<file path="config.mk">
export PLATFORM = sky130hd
export DESIGN_NAME = pipelined_adder
export DESIGN_NICKNAME = d
export VERILOG_FILES = /design/src/rtl/pipelined_adder_pkg.sv /design/src/rtl/pipelined_adder_slice.sv /design/src/rtl/pipelined_adder.sv
export SDC_FILE = /design/constraint.sdc
export NUM_CORES = 1
export LEC_CHECK = 0
export ABC_AREA = 1
export BUFFER_PORTS_ARGS = -buffer_cell sky130_fd_sc_hd__buf_2
export CAP_MARGIN = 20
export CORE_MARGIN = 3
export CORE_UTILIZATION = 45
export DETAILED_ROUTE_END_ITERATION = 12
export GPL_TIMING_DRIVEN = 0
export PLACE_DENSITY = 0.69
export SLEW_MARGIN = 15
export SYNTH_ARGS = -nofsm -noshare
export SYNTH_HDL_FRONTEND = slang
export SYNTH_SLANG_ARGS = --single-unit
</file>
<file path="constraint.sdc">
create_clock -name clk -period 9 [get_ports clk]
set_input_delay 0 -clock clk [delete_from_list [all_inputs] [get_ports clk]]
set_output_delay 0 -clock clk [all_outputs]
set_load 0.005 [all_outputs]
</file>
<file path="src/rtl/pipelined_adder_pkg.sv">
// Shared definitions for the pipelined adder: operation encoding and
// configuration helpers used at elaboration time.
package adder_pkg;

  localparam logic OP_ADD = 1'b0;
  localparam logic OP_SUB = 1'b1;

  function automatic bit cfg_legal(input int width, input int stages);
    return (width >= 1) && (stages >= 1) && (stages <= width) && ((width % stages) == 0);
  endfunction

  // An illegal configuration still yields a usable slice width so the
  // elaboration check below reports it instead of a cascade of range errors.
  function automatic int calc_slice(input int width, input int stages);
    if (cfg_legal(width, stages)) begin
      return width / stages;
    end else begin
      return 1;
    end
  endfunction

endpackage

</file>
<file path="src/rtl/pipelined_adder_slice.sv">
// Combinational ripple-carry segment built from full-adder cells; reports the
// carry into its top bit so the final segment can derive signed overflow.
module adder_slice
  import adder_pkg::*;
#(
  parameter int W = 8
) (
  input  logic [W-1:0] ai,
  input  logic [W-1:0] bi,
  input  logic         ci,
  output logic [W-1:0] si,
  output logic         co,
  output logic         c_msb_in
);

  logic [W:0] c_s;

  // Full-adder chain
  always_comb begin
    c_s    = '0;
    si     = '0;
    c_s[0] = ci;
    for (int i = 0; i < W; i++) begin
      si[i]    = ai[i] ^ bi[i] ^ c_s[i];
      c_s[i+1] = (ai[i] & bi[i]) | (c_s[i] & (ai[i] ^ bi[i]));
    end
  end

  assign co       = c_s[W];
  assign c_msb_in = c_s[W-1];

endmodule

</file>
<file path="src/rtl/pipelined_adder.sv">
// Pipelined WIDTH-bit adder/subtractor: the carry chain is cut into STAGES
// registered slices with valid/ready flow control and bubble collapsing.
module pipelined_adder
  import adder_pkg::*;
#(
  parameter int WIDTH  = 16,
  parameter int STAGES = 2
) (
  input  logic             clk,
  input  logic             rst,
  input  logic             in_valid,
  output logic             in_ready,
  input  logic [WIDTH-1:0] a,
  input  logic [WIDTH-1:0] b,
  input  logic             cin,
  input  logic             sub,
  output logic             out_valid,
  input  logic             out_ready,
  output logic [WIDTH-1:0] sum,
  output logic             cout,
  output logic             ovf
);

  localparam int SLICE = calc_slice(WIDTH, STAGES);

  if (!cfg_legal(WIDTH, STAGES)) begin : g_cfg_check
    $error("pipelined_adder: WIDTH must be a multiple of STAGES with 1 <= STAGES <= WIDTH");
  end

  logic [WIDTH-1:0]  b_eff_s;
  logic              c0_s;
  logic [STAGES-1:0] vld_s;
  logic [STAGES-1:0] ld_s;
  logic              ovf_q;

  assign b_eff_s = (sub == OP_SUB) ? ~b : b;
  assign c0_s    = (sub == OP_SUB) ? 1'b1 : cin;

  // A stage loads when it is empty or its content moves on; walk from the output back.
  always_comb begin : p_advance
    logic rdy_s;
    ld_s  = '0;
    rdy_s = out_ready;
    for (int k = STAGES - 1; k >= 0; k--) begin
      ld_s[k] = ~vld_s[k] | rdy_s;
      rdy_s   = ld_s[k];
    end
  end

  assign in_ready = ld_s[0] & ~rst;

  for (genvar k = 0; k < STAGES; k++) begin : g_st
    localparam int RW = (k + 1) * SLICE;
    localparam int UW = WIDTH - RW;

    logic [SLICE-1:0] ai_s, bi_s, si_s;
    logic             ci_s, co_s, vin_s;
    logic [RW-1:0]    sum_d, sum_q;
    logic             valid_q, carry_q;

    if (k == 0) begin : g_in
      assign ai_s  = a[SLICE-1:0];
      assign bi_s  = b_eff_s[SLICE-1:0];
      assign ci_s  = c0_s;
      assign vin_s = in_valid;
      assign sum_d = si_s;
    end else begin : g_in
      assign ai_s  = g_st[k-1].g_up.a_q[SLICE-1:0];
      assign bi_s  = g_st[k-1].g_up.b_q[SLICE-1:0];
      assign ci_s  = g_st[k-1].carry_q;
      assign vin_s = g_st[k-1].valid_q;
      assign sum_d = {si_s, g_st[k-1].sum_q};
    end

    // Unresolved operand bits travel right-aligned so the next slice reads the bottom.
    if (UW > 0) begin : g_up
      logic [UW-1:0] a_d, b_d, a_q, b_q;

      if (k == 0) begin : g_src
        assign a_d = a[WIDTH-1:SLICE];
        assign b_d = b_eff_s[WIDTH-1:SLICE];
      end else begin : g_src
        assign a_d = g_st[k-1].g_up.a_q[UW+SLICE-1:SLICE];
        assign b_d = g_st[k-1].g_up.b_q[UW+SLICE-1:SLICE];
      end

      always_ff @(posedge clk or posedge rst) begin
        if (rst) begin
          a_q <= '0;
          b_q <= '0;
        end else if (ld_s[k]) begin
          a_q <= a_d;
          b_q <= b_d;
        end
      end
    end

    if (k == STAGES - 1) begin : g_fa
      logic cmsb_s;

      adder_slice #(.W(SLICE)) u_slice (
        .ai       (ai_s),
        .bi       (bi_s),
        .ci       (ci_s),
        .si       (si_s),
        .co       (co_s),
        .c_msb_in (cmsb_s)
      );

      // Signed overflow: carry into the MSB disagrees with carry out of it.
      always_ff @(posedge clk or posedge rst) begin
        if (rst) begin
          ovf_q <= 1'b0;
        end else if (ld_s[k]) begin
          ovf_q <= co_s ^ cmsb_s;
        end
      end
    end else begin : g_fa
      logic unused_cmsb_s;

      adder_slice #(.W(SLICE)) u_slice (
        .ai       (ai_s),
        .bi       (bi_s),
        .ci       (ci_s),
        .si       (si_s),
        .co       (co_s),
        .c_msb_in (unused_cmsb_s)
      );
    end

    always_ff @(posedge clk or posedge rst) begin
      if (rst) begin
        valid_q <= 1'b0;
        sum_q   <= '0;
        carry_q <= 1'b0;
      end else if (ld_s[k]) begin
        valid_q <= vin_s;
        sum_q   <= sum_d;
        carry_q <= co_s;
      end
    end

    assign vld_s[k] = valid_q;
  end

  assign out_valid = g_st[STAGES-1].valid_q;
  assign sum       = g_st[STAGES-1].sum_q;
  assign cout      = g_st[STAGES-1].carry_q;
  assign ovf       = ovf_q;

endmodule

</file>
# Yosys cells after proc, flatten, opt, wreduce, memory -nomap -nowiden
# Index checks and enable logic that the tools add are counted.
# op_classes
muxes	2
bitwise_logic	88
# op_table
operator	n
$and A1 B1 Y1	33
$xor A1 B1 Y1	33
$or A1 B1 Y1	18
$mux W16	1
$not A16 Y16	1
$not A1 Y1	3
$mux W1	1
# word_totals
inputBits	38
register_bits	45

# Depth between registers and ports, before layout
# logic_depth
ltp_word	19
depth_mapped	16

# By module
# From an unflattened synthesis, not the netlist that was laid out.
# unflattened
cells_unflattened	278
area_unflattened_um2	2413.6
# modules_own_cells
module	area_each_um2	cells_per_inst	n_inst
pipelined_adder	2018.2	242	1
adder_slice	197.7	18	2

# Worst setup path after synthesis
# OpenSTA, ideal clock, no wires.
# synth_timing
kind	input -> register
startpoint	in sub
endpoint	reg g_st[0].sum_q[7]
required_ns	8.883
setup_time_ns	0.117
n_path_buf	2
t_arrival_ns	3.534
cell_stages	16
path_slack_ns	5.349
cell_sequence	buf_2 > buf_4 > xnor2_1 > fa_1 > inv_1 > fa_1 > inv_1 > fa_1 > fa_1 > fa_1 > fa_1 > fa_1 > inv_1 > fa_1 > nand2_1 > nand2_1
# synth_between
elab_chain_len	17
# synth_lines
element	line	rtl
start, declared	pipelined_adder.sv:16	input logic sub,
$mux W16	pipelined_adder.sv:36	assign b_eff_s = (sub == OP_SUB) ? ~b : b;
$xor A1 B1 Y1	pipelined_adder_slice.sv:25	c_s[i+1] = (ai[i] & bi[i]) | (c_s[i] & (ai[i] ^ bi[i]));
$and A1 B1 Y1	pipelined_adder_slice.sv:25	
$or A1 B1 Y1	pipelined_adder_slice.sv:25	
$and A1 B1 Y1	pipelined_adder_slice.sv:25	
$or A1 B1 Y1	pipelined_adder_slice.sv:25	
$and A1 B1 Y1	pipelined_adder_slice.sv:25	
$or A1 B1 Y1	pipelined_adder_slice.sv:25	
(+2 left out)	--	
$and A1 B1 Y1	pipelined_adder_slice.sv:25	
$or A1 B1 Y1	pipelined_adder_slice.sv:25	
$and A1 B1 Y1	pipelined_adder_slice.sv:25	
$or A1 B1 Y1	pipelined_adder_slice.sv:25	
$and A1 B1 Y1	pipelined_adder_slice.sv:25	
$or A1 B1 Y1	pipelined_adder_slice.sv:25	
$xor A1 B1 Y1 (*)	pipelined_adder_slice.sv:24	si[i] = ai[i] ^ bi[i] ^ c_s[i];
via g_st[0].g_fa.u_slice.si[7]	pipelined_adder_slice.sv:11	output logic [W-1:0] si,
end signal, assigned	pipelined_adder.sv:138	sum_q <= sum_d;
end, declared	pipelined_adder.sv:58	logic [RW-1:0] sum_d, sum_q;
# The timed path passes the listed nets; every way through them passes the cells marked *.
# A chain may end at the register's enable or synchronous reset.

# Worst setup path in the final report
# layout_timing
startpoint	reg g_st[0].carry_q
endpoint	reg g_st[1].sum_q[15], in the netlist sum[15]
# layout_between
elab_chain_len	15
# layout_lines
element	line	rtl
start, declared	pipelined_adder.sv:59	logic valid_q, carry_q;
start signal, assigned	pipelined_adder.sv:139	carry_q <= co_s;
$and A1 B1 Y1	pipelined_adder_slice.sv:25	
$or A1 B1 Y1	pipelined_adder_slice.sv:25	
$and A1 B1 Y1	pipelined_adder_slice.sv:25	
$or A1 B1 Y1	pipelined_adder_slice.sv:25	
$and A1 B1 Y1	pipelined_adder_slice.sv:25	
$or A1 B1 Y1	pipelined_adder_slice.sv:25	
$and A1 B1 Y1	pipelined_adder_slice.sv:25	
$or A1 B1 Y1	pipelined_adder_slice.sv:25	
$and A1 B1 Y1	pipelined_adder_slice.sv:25	
$or A1 B1 Y1	pipelined_adder_slice.sv:25	
$and A1 B1 Y1	pipelined_adder_slice.sv:25	
$or A1 B1 Y1	pipelined_adder_slice.sv:25	
$and A1 B1 Y1	pipelined_adder_slice.sv:25	
$or A1 B1 Y1	pipelined_adder_slice.sv:25	
$xor A1 B1 Y1	pipelined_adder_slice.sv:24	
end signal, assigned	pipelined_adder.sv:138	
end, declared	pipelined_adder.sv:58	
# No other way between the ends.

==> summary.md <==
| Metric | Value |
|---|---|
| Outcome | `finished, final reports clean` |
| Worst path arrival time | `4.07 ns` |
| CP Launch Type | `flop` |
| Number of synthesized flops with an enable pin | `0` |
| Setup violators final | `0` |
| Worst EP required | `9.22 ns` |
| Num CTS Buffers | `5` |
| Power Density | `185 nW/µm²` |
| Via count | `1875` |
| GRT Total Usage | `16.9%` |
| Wire length on met3 | `242 µm` |
| IO Pins | `58` |
| Share of flip-flops with an asynchronous set or reset | `100%` |
| Maximum VDD drop | `67.1 µV` |
| RSZ-0062 raised after global routing | `false` |
| Ranking of synthesized cells by area | `dfrtp_1 (47%), nand2_1 (20%), fa_1 (13%)` |
| DR WL/cell | `11.3 µm` |
| Metal2 WL | `2140 µm` |
| CP Capture Type | `flop` |
| DRC | `0` |
| Setup Fix Bufs, Post-CTS | `0` |
| Max Slew Vio Count | `0` |
| Drt initial violations | `96` |
| Area leader, netlist | `dfrtp_1` |
| Final WL | `4730 µm` |
| Clock Tree Buf Depth | `2` |
| # diodes | `0` |
| Post-synth top area share | `47.0%` |
| CTS tree | `done` |
| Crit-path max FO | `2` |
| Post-Syn Area | `2390 µm²` |
| Vias in the first global route | `1789` |
| Fin crit share | `42.8%` |
| # fillers | `460` |
| Tmin final | `3.85 ns` |
| Final core utilization | `59.8%` |
| Pre-antenna DRT Iters | `4` |
| Leak | `1.69 nW` |
| Number of buffers added on ports | `56` |
| MaxCap Viol Count | `0` |
| Syn avg cell area | `8.61 µm²` |
| Final hold viol count | `0` |
| Synthesized flop and latch total | `45` |
| Area grow syn2layout | `23.6%` |
| Clock root buffer | `clkbuf_8` |
| Mapped Cells | `278` |
| Top sig layer | `met4` |
| Post-route setup TNS | `0 ns` |
| DRT met1 WL | `2240 µm` |
| Htree depth | `2` |
| Core area | `4940 µm²` |
| Setup CP Type | `reg -> reg` |
| Initial antenna violation count | `0` |
| Final GP Congestion | `0.820` |
| Layout cells sized above 1 | `22.7%` |
| Die Span Y | `78.9 µm` |
| Synthesis Warnings | `0` |
| Die W | `78.9 µm` |
| FMAX | `260 MHz` |
| Largest net degree at the start of global routing | `31` |
| Final antenna-violating net count | `0` |
| Worst hold path class | `in -> reg` |
| Die area | `6230 µm²` |
| Worst skew pair latency | `0.29 ns` |
| Netlist cell types | `16` |
| Post-synthesis sequential area ratio | `47.0%` |
| Nets | `406` |
| Clock Skews | `0.00435 ns` |
| Rows | `25` |
| Via-per-instance ratio | `4.46` |
| Slew @ Worst Pin | `0.358 ns` |
| First-pass GRT wire length | `8220 µm` |
| Clk slew on worst S/H paths | `0.08 ns` |
| Most common cell in the synthesized netlist | `nand2_1` |
| Num Clock Sinks | `45` |
| Top_reg_cell synth | `dfrtp_1` |
| Initial Util | `48.4%` |
| Worst rel slew slack | `76.1%` |
| Gr ovfl total | `0` |
| Syn Nets | `332` |
| DPL Wire Length | `3770 µm` |
| Most frequent cells after synthesis | `nand2_1 (126), dfrtp_1 (45), inv_1 (36), nand3_1 (26), fa_1 (16)` |
timing repair:
action	4_1_cts	5_1_grt
setup endpoints to repair	0	0
resized for setup	0	0
hold buffers	10	0
hold endpoints to repair	25	0
cells in the final DEF (no fill, tap or decap), drive strengths merged:
cell	n
xor2	2
nand3	27
inv	37
buf	70
nand2	126
xnor2	6
nor2	2
clkbuf	8
dfrtp	45
o21ai	3
fa	16
dlygate4sd3	10
or2	1
worst max-delay path: stages, from the launching register on:
cell and delay [ns]:
dfrtp_1 0.42, fa_1 0.45, fa_1 0.41, fa_1 0.40, fa_1 0.39, fa_1 0.37, inv_1 0.08, fa_1 0.17
inv_1 0.06, fa_1 0.38, inv_1 0.10, fa_1 0.40, o21ai_0 0.15
metal layers:
layer	vias to the layer above	global-route usage, %
met5	-	0
met2	48	25.6
met1	843	24.2
li1	974	-
met4	0	6.70
met3	10	3.06
registers in the layout, indices dropped and copies added, names as in the netlist:
| register | flops |
|---|---|
| cout | 1 |
| g_st.carry_q | 1 |
| g_st.g_up.a_q | 8 |
| g_st.g_up.b_q | 8 |
| g_st.sum_q | 8 |
| g_st.valid_q | 1 |
| out_valid | 1 |
| ovf | 1 |
| sum | 16 |
stage by stage:
| stage | power (mW) | cells | instance area [µm²] | worst slack [ns] | hold slack [ns] |
|---|---|---|---|---|---|
| 6_report | 0.547 | 420 | 2960 | 5.15 | 0.00776 |
| 5_1_grt | 0.593 | 420 | 2960 | 4.94 | 0.0243 |
| 4_1_cts | 0.553 | 420 | 2960 | 5.16 | 0.00606 |
| 3_5_place_dp | 0.433 | 402 | 2780 | 5.16 | -0.00516 |
| 3_3_place_gp | 0.425 | 401 | 2760 | 5.22 | 0.193 |
| 2_1_floorplan | 0.369 | 278 | 2390 | 5.35 | 0.0991 |
path summary, 6_finish.rpt:
check                                            startpoint                         endpoint  slack (ns)  cells after the start
worst max-delay path            g_st[0].carry_q$_DFFE_PP0N_              sum[15]$_DFFE_PP0P_        5.15                     12
worst min-delay path                                  b[13]  g_st[0].g_up.b_q[5]$_DFFE_PP0N_       0.008                      5
worst max register to register  g_st[0].carry_q$_DFFE_PP0N_              sum[15]$_DFFE_PP0P_        5.15                     12
worst min register to register          sum[11]$_DFFE_PP0P_              sum[11]$_DFFE_PP0P_        0.47                      2
max in group asynchronous                               rst  g_st[0].g_up.a_q[3]$_DFFE_PP0N_        8.31                      4
min in group asynchronous                               rst              sum[15]$_DFFE_PP0P_        0.22                      3
final cells by class:
type	count	area (µm²)	share of cell area (%)
sequential	45	1130	38.1
multi-input combinational	183	1030	35.0
timing repair buffer	67	400	13.5
inverter	37	139	4.70
buffer	13	93.8	3.17
tap	67	83.8	2.83
clock buffer	8	80.1	2.71
power breakdown:
part	switching (mW)	internal [mW]	total [mW]
combinational	0.0819	0.0731	0.155
sequential	0.0271	0.248	0.275
clock	0.0619	0.0552	0.117
cells by family after synthesis:
family	count (synthesis)	share of synthesized area, %
buf+inv	50	9.72
flops	45	47.0
xor+xnor	8	2.93
compound gates	3	0.627
simple gates	156	26.3
fa+ha+maj	16	13.4
No activity file was read; power rests on OpenSTA's default activity.
